$ cat src/rtl/obc_bitserial_acc.sv
// Bit-serial offset-binary-coding accumulator: one bit-plane per cycle to an external ROM, shift-add into acc.
// Optional output saturation is compiled in with macro OBC_ACC_SAT_EN (default: 32-bit wrap).
module obc_bitserial_acc #(
  parameter int W    = 8,
  parameter int ACCW = 32 + W
) (
  input  logic            clk,
  input  logic            rst_n,
  input  logic            in_valid,
  output logic            in_ready,
  input  logic [16*W-1:0] in_data,
  output logic [15:0]     bit_x,
  output logic            m,
  input  logic [31:0]     rom_data,
  output logic            out_valid,
  input  logic            out_ready,
  output logic [31:0]     out_data
);

  typedef enum logic [1:0] {IDLE, SHIFT, DONE} state_t;

  state_t          state;
  logic [16*W-1:0] sreg;
  logic [4:0]      b;
  logic [ACCW-1:0] acc;
  logic [ACCW-1:0] term;
  logic [31:0]     result;
  logic            armed;
  logic            accept;
  logic            last_plane;

  assign last_plane = (b == 5'(W - 1));
  assign in_ready   = ((state == IDLE) && armed) ||
                      ((state == DONE) && out_valid && out_ready);
  assign accept     = in_valid && in_ready;
  assign m          = (state == SHIFT) && last_plane;
  assign term       = {{(ACCW - 32){rom_data[31]}}, rom_data} << b;

  // The whole sample vector shifts right each plane, so bit k*W always holds bit b of sample k.
  always_comb begin
    bit_x = '0;
    if (state == SHIFT) begin
      for (int unsigned k = 0; k < 16; k++) begin
        bit_x[k] = sreg[k*W];
      end
    end
  end

`ifdef OBC_ACC_SAT_EN
  always_comb begin
    if (!acc[ACCW-1] && (|acc[ACCW-2:31])) begin
      result = 32'h7FFF_FFFF;
    end else if (acc[ACCW-1] && !(&acc[ACCW-2:31])) begin
      result = 32'h8000_0000;
    end else begin
      result = acc[31:0];
    end
  end
`else
  assign result = 32'(acc);
`endif

  always_ff @(posedge clk or negedge rst_n) begin
    if (!rst_n) begin
      state     <= IDLE;
      sreg      <= '0;
      b         <= '0;
      acc       <= '0;
      armed     <= 1'b0;
      out_valid <= 1'b0;
      out_data  <= '0;
    end else begin
      armed <= 1'b1;
      case (state)
        IDLE: begin
        end
        SHIFT: begin
          acc  <= acc + term;
          sreg <= sreg >> 1;
          b    <= b + 5'd1;
          if (last_plane) state <= DONE;
        end
        DONE: begin
          // First DONE cycle registers the (optionally clamped) result; then hold until taken.
          if (!out_valid) begin
            out_valid <= 1'b1;
            out_data  <= result;
          end else if (out_ready) begin
            out_valid <= 1'b0;
            state     <= IDLE;
          end
        end
        default: state <= IDLE;
      endcase
      // Accept overrides the DONE->IDLE move so back-to-back blocks skip the idle bubble.
      if (accept) begin
        sreg  <= in_data;
        acc   <= '0;
        b     <= '0;
        state <= SHIFT;
      end
    end
  end

endmodule

$ cat config.mk
export PLATFORM = sky130hd
export DESIGN_NAME = obc_bitserial_acc
export DESIGN_NICKNAME = d
export VERILOG_FILES = /design/src/rtl/obc_bitserial_acc.sv
export SDC_FILE = /design/constraint.sdc
export NUM_CORES = 1
export LEC_CHECK = 0
export CAP_MARGIN = 20
export CORE_MARGIN = 2
export CORE_UTILIZATION = 40
export DETAILED_ROUTE_END_ITERATION = 7
export SYNTH_ARGS = -nofsm -noshare
export SYNTH_HDL_FRONTEND = slang
export SYNTH_SLANG_ARGS = --single-unit
export TNS_END_PERCENT = 1
$ cat constraint.sdc
create_clock -name clk -period 4.4 [get_ports clk]
set_input_delay 0.66 -clock clk [delete_from_list [all_inputs] [get_ports clk]]
set_output_delay 0.66 -clock clk [all_outputs]
set_load 0.01 [all_outputs]
After elaboration in Yosys (flattened, before gate mapping)
Cells that the tools add are included.
{ "word_totals": {"register_bits": 209, "inputBits": 164, "out_inout_bits": 51, "elab_cells": 42} }
{ "op_classes": {"addsub": 2, "eq_ne": 7, "shifts": 1, "mux": 14, "n_bitwise": 1, "n_reduce_logical": 10} }
{ "op_table": {"columns": ["operator", "count"], "rows": [
  ["$mux 128", 2],
  ["$mux 40", 2],
  ["$add 40x40->40", 1],
  ["$shl 40x5->40", 1],
  ["$mux 16", 1],
  ["$mux 5", 2],
  ["$ne 3x3->1 const B", 3],
  ["$mux 2", 4],
  ["$pmux 2 s3", 1],
  ["$add 5x1->5 const B", 1],
  ["$eq 5x3->1 const B", 1],
  ["$logic_and 1x1->1", 5],
  ["$reduce_and 4->1", 1],
  ["$eq 2x1->1 const B", 1],
  ["$eq 2x2->1 const B", 1],
  ["$logic_not 2->1", 1],
  ["$mux 1", 2],
  ["$ne 2x2->1 const B", 1],
  ["$reduce_and 2->1", 1],
  ["$reduce_bool 2->1", 1],
  ["$logic_or 1x1->1", 1],
  ["$not 1->1", 1]
]} }

Logic depth before layout (Yosys ltp)
{ "logic_depth": {"ltp_word": 7, "mapped_depth": 22, "depth_no_buf": 18} }

Worst setup path before layout
No wires, ideal clock.
{ "synth_path": {"path_kind": "register to register", "from": "register b[0]", "to": "register acc[26]", "arrival_time_ps": 3787, "required_time_ps": 4278, "path_slack_ps": 491, "path_stages_with_launch": 19, "path_buffers": 4, "synth_period_minus_slack_ps": 3909, "cell_sequence": "dfrtp_1 buf_6 buf_6 buf_2 mux4_2 mux2i_1 nor2_1 a31oi_1 nor2_1 ha_1 buf_2 and3_1 a311oi_1 a21boi_2 o31a_4 o31ai_4 o21ai_2 a21o_1 a32o_1"} }
{ "synth_between": {"elab_chain_cells": 4} }
{ "synth_rtl": {"columns": ["element", "line", "text"], "rows": [
  ["start: declaration", "24", "logic [4:0] b;"],
  ["start signal: assignment", "80", "b <= b + 5'd1;"],
  ["$shl 40x5->40", "37", "assign term = {{(ACCW - 32){rom_data[31]}}, rom_data} << b;"],
  ["$add 40x40->40", "78", "acc <= acc + term;"],
  ["$mux 40", "74", "case (state)"],
  ["$mux 40", "96", "if (accept) begin"],
  ["end signal: assignment", "78", null],
  ["end: declaration", "25", "logic [ACCW-1:0] acc;"]
]} }
Every way passes these cells. The select of a mux whose other input is x is not followed.
A chain may end at the register's enable or synchronous reset.

Worst setup path after layout
{ "layout_path": {"from": "register b[0]", "to": "register acc[31]"} }
The elaborated chain is that of the path after synthesis.

==> metrics.txt <==
max cap viols=0; clk slew on worst S/H paths=about 60 ps; Syn Inst Count=between 1000 and 1500; Max H-tree Level=1; Psw=6110 µW; Setup-failing EPs final=0; CTS tree=done; Die Y=between 150 and 200 µm; Avg Cell Area, Syn=around 9.0 µm²; worst-path maximum fanout=23; Critical Path AT=roughly 4400 ps; core area=roughly 0.028 mm²; Tmin final=between 3000 and 4000 ps; max-slew violation count=0; Initial DRC Count=around 700; Top Family by Delay on Critical Path=compound AO/OA/AOI/OAI gates; Seq cells post-synth=approximately 200; Die Span X=roughly 170 µm; final hold vios=0; port bufs=214; Comb power frac=between 60% and 70%; Core Rows=61; Post-Route Skew=around 15 ps; Post-Route WL=around 32000 µm; Layout Nets=1647; Pre-antenna DRT Iters=8; Worst Setup Start Kind=flip-flop; Flop pwr share=about 24%; placed wire-length estimate=22100 µm; CP max stage cell=dfrtp_4; Worst Tran Pin Value=just under 1000 ps; syn nets=between 1000 and 1500; root buffer cell=clkbuf_16; Post-Layout Cell Count=about 1800; Clock Latency Late Sink=~520 ps; Internal Power=7640 µW; DRC=0; worst slack, placed=around 9.1 ps; Worst Path Required=roughly 4800 ps; GRT Total Usage=a little over a fifth; Die ar.=roughly 0.03 mm²; vias=9750; Filler Cells Inserted=about 2700; Post-DP Area=between 0.01 and 0.015 mm²; boundary pin count=around 220; Achievable Freq=approximately 0.25 GHz; worst min-delay path class=primary input to async pin; Leak=0.00669 µW; placed insts=approximately 1800; count of flip-flops with a built-in enable after synthesis=0; Bufs on Longest Clock Path=3; Post-CTS Hold Buffers=0; final instance area=~0.015 mm²; antenna violations before repair=0; Min Hold Slack=233 ps; worst path buffer plus inverter count=1; Main synth FF type=dfrtp_1; clk sink count=~200; vias per cell=5.29; Seq/Total Area, Yosys=44.1%; RD Place Congestion=between 0.8 and 0.9; Tcrit/Tclk final=slightly above 90%; Final Power=between 10000 and 15000 µW; CP Capture Type=flip-flop; share of cells above drive strength 1=under 10%; Peak VDD IR=roughly 0.35 mV; ys async rst share=100%; vias in the first global route=between 9000 and 10000; Detail Route Antenna Nets=0; Distinct cells, synth=63; first-pass GRT wire length=51900 µm; most common cell type on the critical path=nand2_1; YS warnings=0; Setup WS post-layout=418 ps; area delta synth->final=29.3%; RSZ-0062 raised after global routing=no; GRT Residual Overflow=0; run status=finished, final reports clean; clock network power share=13.2%; Initial Util=approximately two fifths; Num CTS Buffers=23; Max-slew headroom=between 30% and 40%; Power Dens Cells=933 mW/mm²; crit path cell chain=buf_12 -> mux4_2 -> nand2_1 -> nand2_1 -> nor2_1 -> a211oi_1 -> ha_1 -> nand3_1 -> nor3_1 -> a21boi_1 -> nand3b_2 -> o21ai_1 -> o311ai_1 -> a21oi_1 -> o31a_1 -> mux2i_1; pin count of the biggest net entering global routing=175; Post-Syn Area=between 0.01 and 0.015 mm²; CP peak stage delay=about 560 ps; switching part of the total=around 44%; Crit Path Class=flip-flop to flip-flop; wire length per cell=between 15 and 20 µm
==> layer usage <==
metal / wire length (µm) / GRT usage (%)
met1: 14000 / 27.6
met2: 14600 / 34.0
met3: 2420 / 6.38
met4: 811 / 5.58
met5: 0 / 0
==> final timing paths <==
check | start | end | slack, ps | cells past startpoint
max in group asynchronous | rst_n | sreg[5] | 3160 | 2
hold reg to reg | sreg[32] | sreg[32] | 470 | 2
min in group clk | sreg[32] | sreg[32] | 470 | 2
setup reg to reg | b[0] | acc[31] | 420 | 16
hold / removal | rst_n | out_data[30] | 230 | 1
setup / recovery | b[0] | acc[31] | 420 | 16
==> flip-flops by register name, summed over array words and instances (netlist names) <==
| register | count |
|---|---|
| acc | 32 |
| armed | 1 |
| b | 5 |
| out_data | 32 |
| out_valid | 1 |
| sreg | 128 |
| state | 2 |
==> through the flow <==
step                      util (%)  TNS, ps
after floorplan                  -        0
after global placement        50.2    -2.30
after detailed placement      50.2        0
after CTS                     52.7        0
after global routing          52.7        0
final                         52.8        0
==> synth_stat cells (7+ instances only) <==
library cell / instances / area, µm²
inv_1: 16 / 60.1
a21o_1: 15 / 113
nand2_1: 341 / 1280
ha_1: 32 / 400
mux2i_1: 29 / 290
mux2_2: 38 / 428
a21oi_1: 63 / 315
nor3_1: 14 / 70.1
nor2b_1: 8 / 50.1
o21ai_0: 52 / 260
a31oi_1: 7 / 43.8
nor2_1: 54 / 203
a211oi_1: 11 / 82.6
o22ai_1: 27 / 169
o21ai_1: 16 / 80.1
xor2_1: 13 / 114
buf_1: 8 / 30.0
xnor2_1: 14 / 123
and2_1: 24 / 150
mux4_2: 13 / 293
dfrtp_1: 201 / 5030
clkbuf_1: 75 / 282
a22oi_1: 112 / 841
==> placed cells by master, fill, tap and decap left out, types with 14 or more instances in the layout <==
cell type	n
nor3_1	14
mux2i_1	29
dfrtp_1	200
xnor2_1	14
clkbuf_16	23
buf_4	32
clkdlybuf4s50_1	213
o21ai_1	16
ha_1	32
mux2_2	38
o21ai_0	52
nand2_1	341
and2_1	23
a22oi_1	112
a21oi_1	63
o22ai_1	27
a21o_1	15
inv_1	16
nor2_1	52
==> cells by family (layout without fill, tap and decap cells) <==
kind of cell	count (synthesis)	in the layout	share of synthesized area (%)
buf+inv	108	308	3.76
mux	83	83	9.19
compound gates	340	340	19.9
xor+xnor	27	27	2.08
flops	201	201	44.1
other cells	1	2	0.0329
fa+ha+maj	33	33	3.69
simple gates	472	472	17.2
==> final cells by class <==
| cell class | instances | area [µm²] | area share, % |
|---|---|---|---|
| Sequential cell | 201 | 5030 | 34.2 |
| Clock buffer | 34 | 667 | 4.53 |
| Inverter | 17 | 63.8 | 0.433 |
| Antenna cell | 1 | 2.50 | 0.0170 |
| Clock inverter | 6 | 45.0 | 0.306 |
| Tap cell | 378 | 473 | 3.21 |
| Multi-Input combinational cell | 956 | 5960 | 40.5 |
| Timing Repair Buffer | 251 | 2490 | 16.9 |
==> power by group through the flow <==
stage | combinational [µW] | clock, µW | sequential (µW)
5_1_grt | 9670 | 1950 | 3420
3_5_place_dp | 8620 | 0 | 3340
4_1_cts | 8660 | 1880 | 3320
2_1_floorplan | 6190 | 0 | 3180
6_report | 8620 | 1820 | 3310
3_3_place_gp | 8600 | 0 | 3330
==> worst reg2reg max path, cell delays in order, from the launching register on <==
cell	delay, ps
dfrtp_4	560
buf_12	210
mux4_2	550
nand2_1	100
nand2_1	90
nor2_1	150
a211oi_1	80
ha_1	500
nand3_1	130
nor3_1	170
a21boi_1	250
nand3b_2	210
o21ai_1	100
o311ai_1	290
a21oi_1	140
o31a_1	250
mux2i_1	120
==> timing repair <==
action / 4_1_cts / 5_1_grt
endpoints found under the setup margin: 0 / 3
setup buffers: 0 / 1
resized for setup: 0 / 1
No activity file was read; power rests on OpenSTA's default activity.
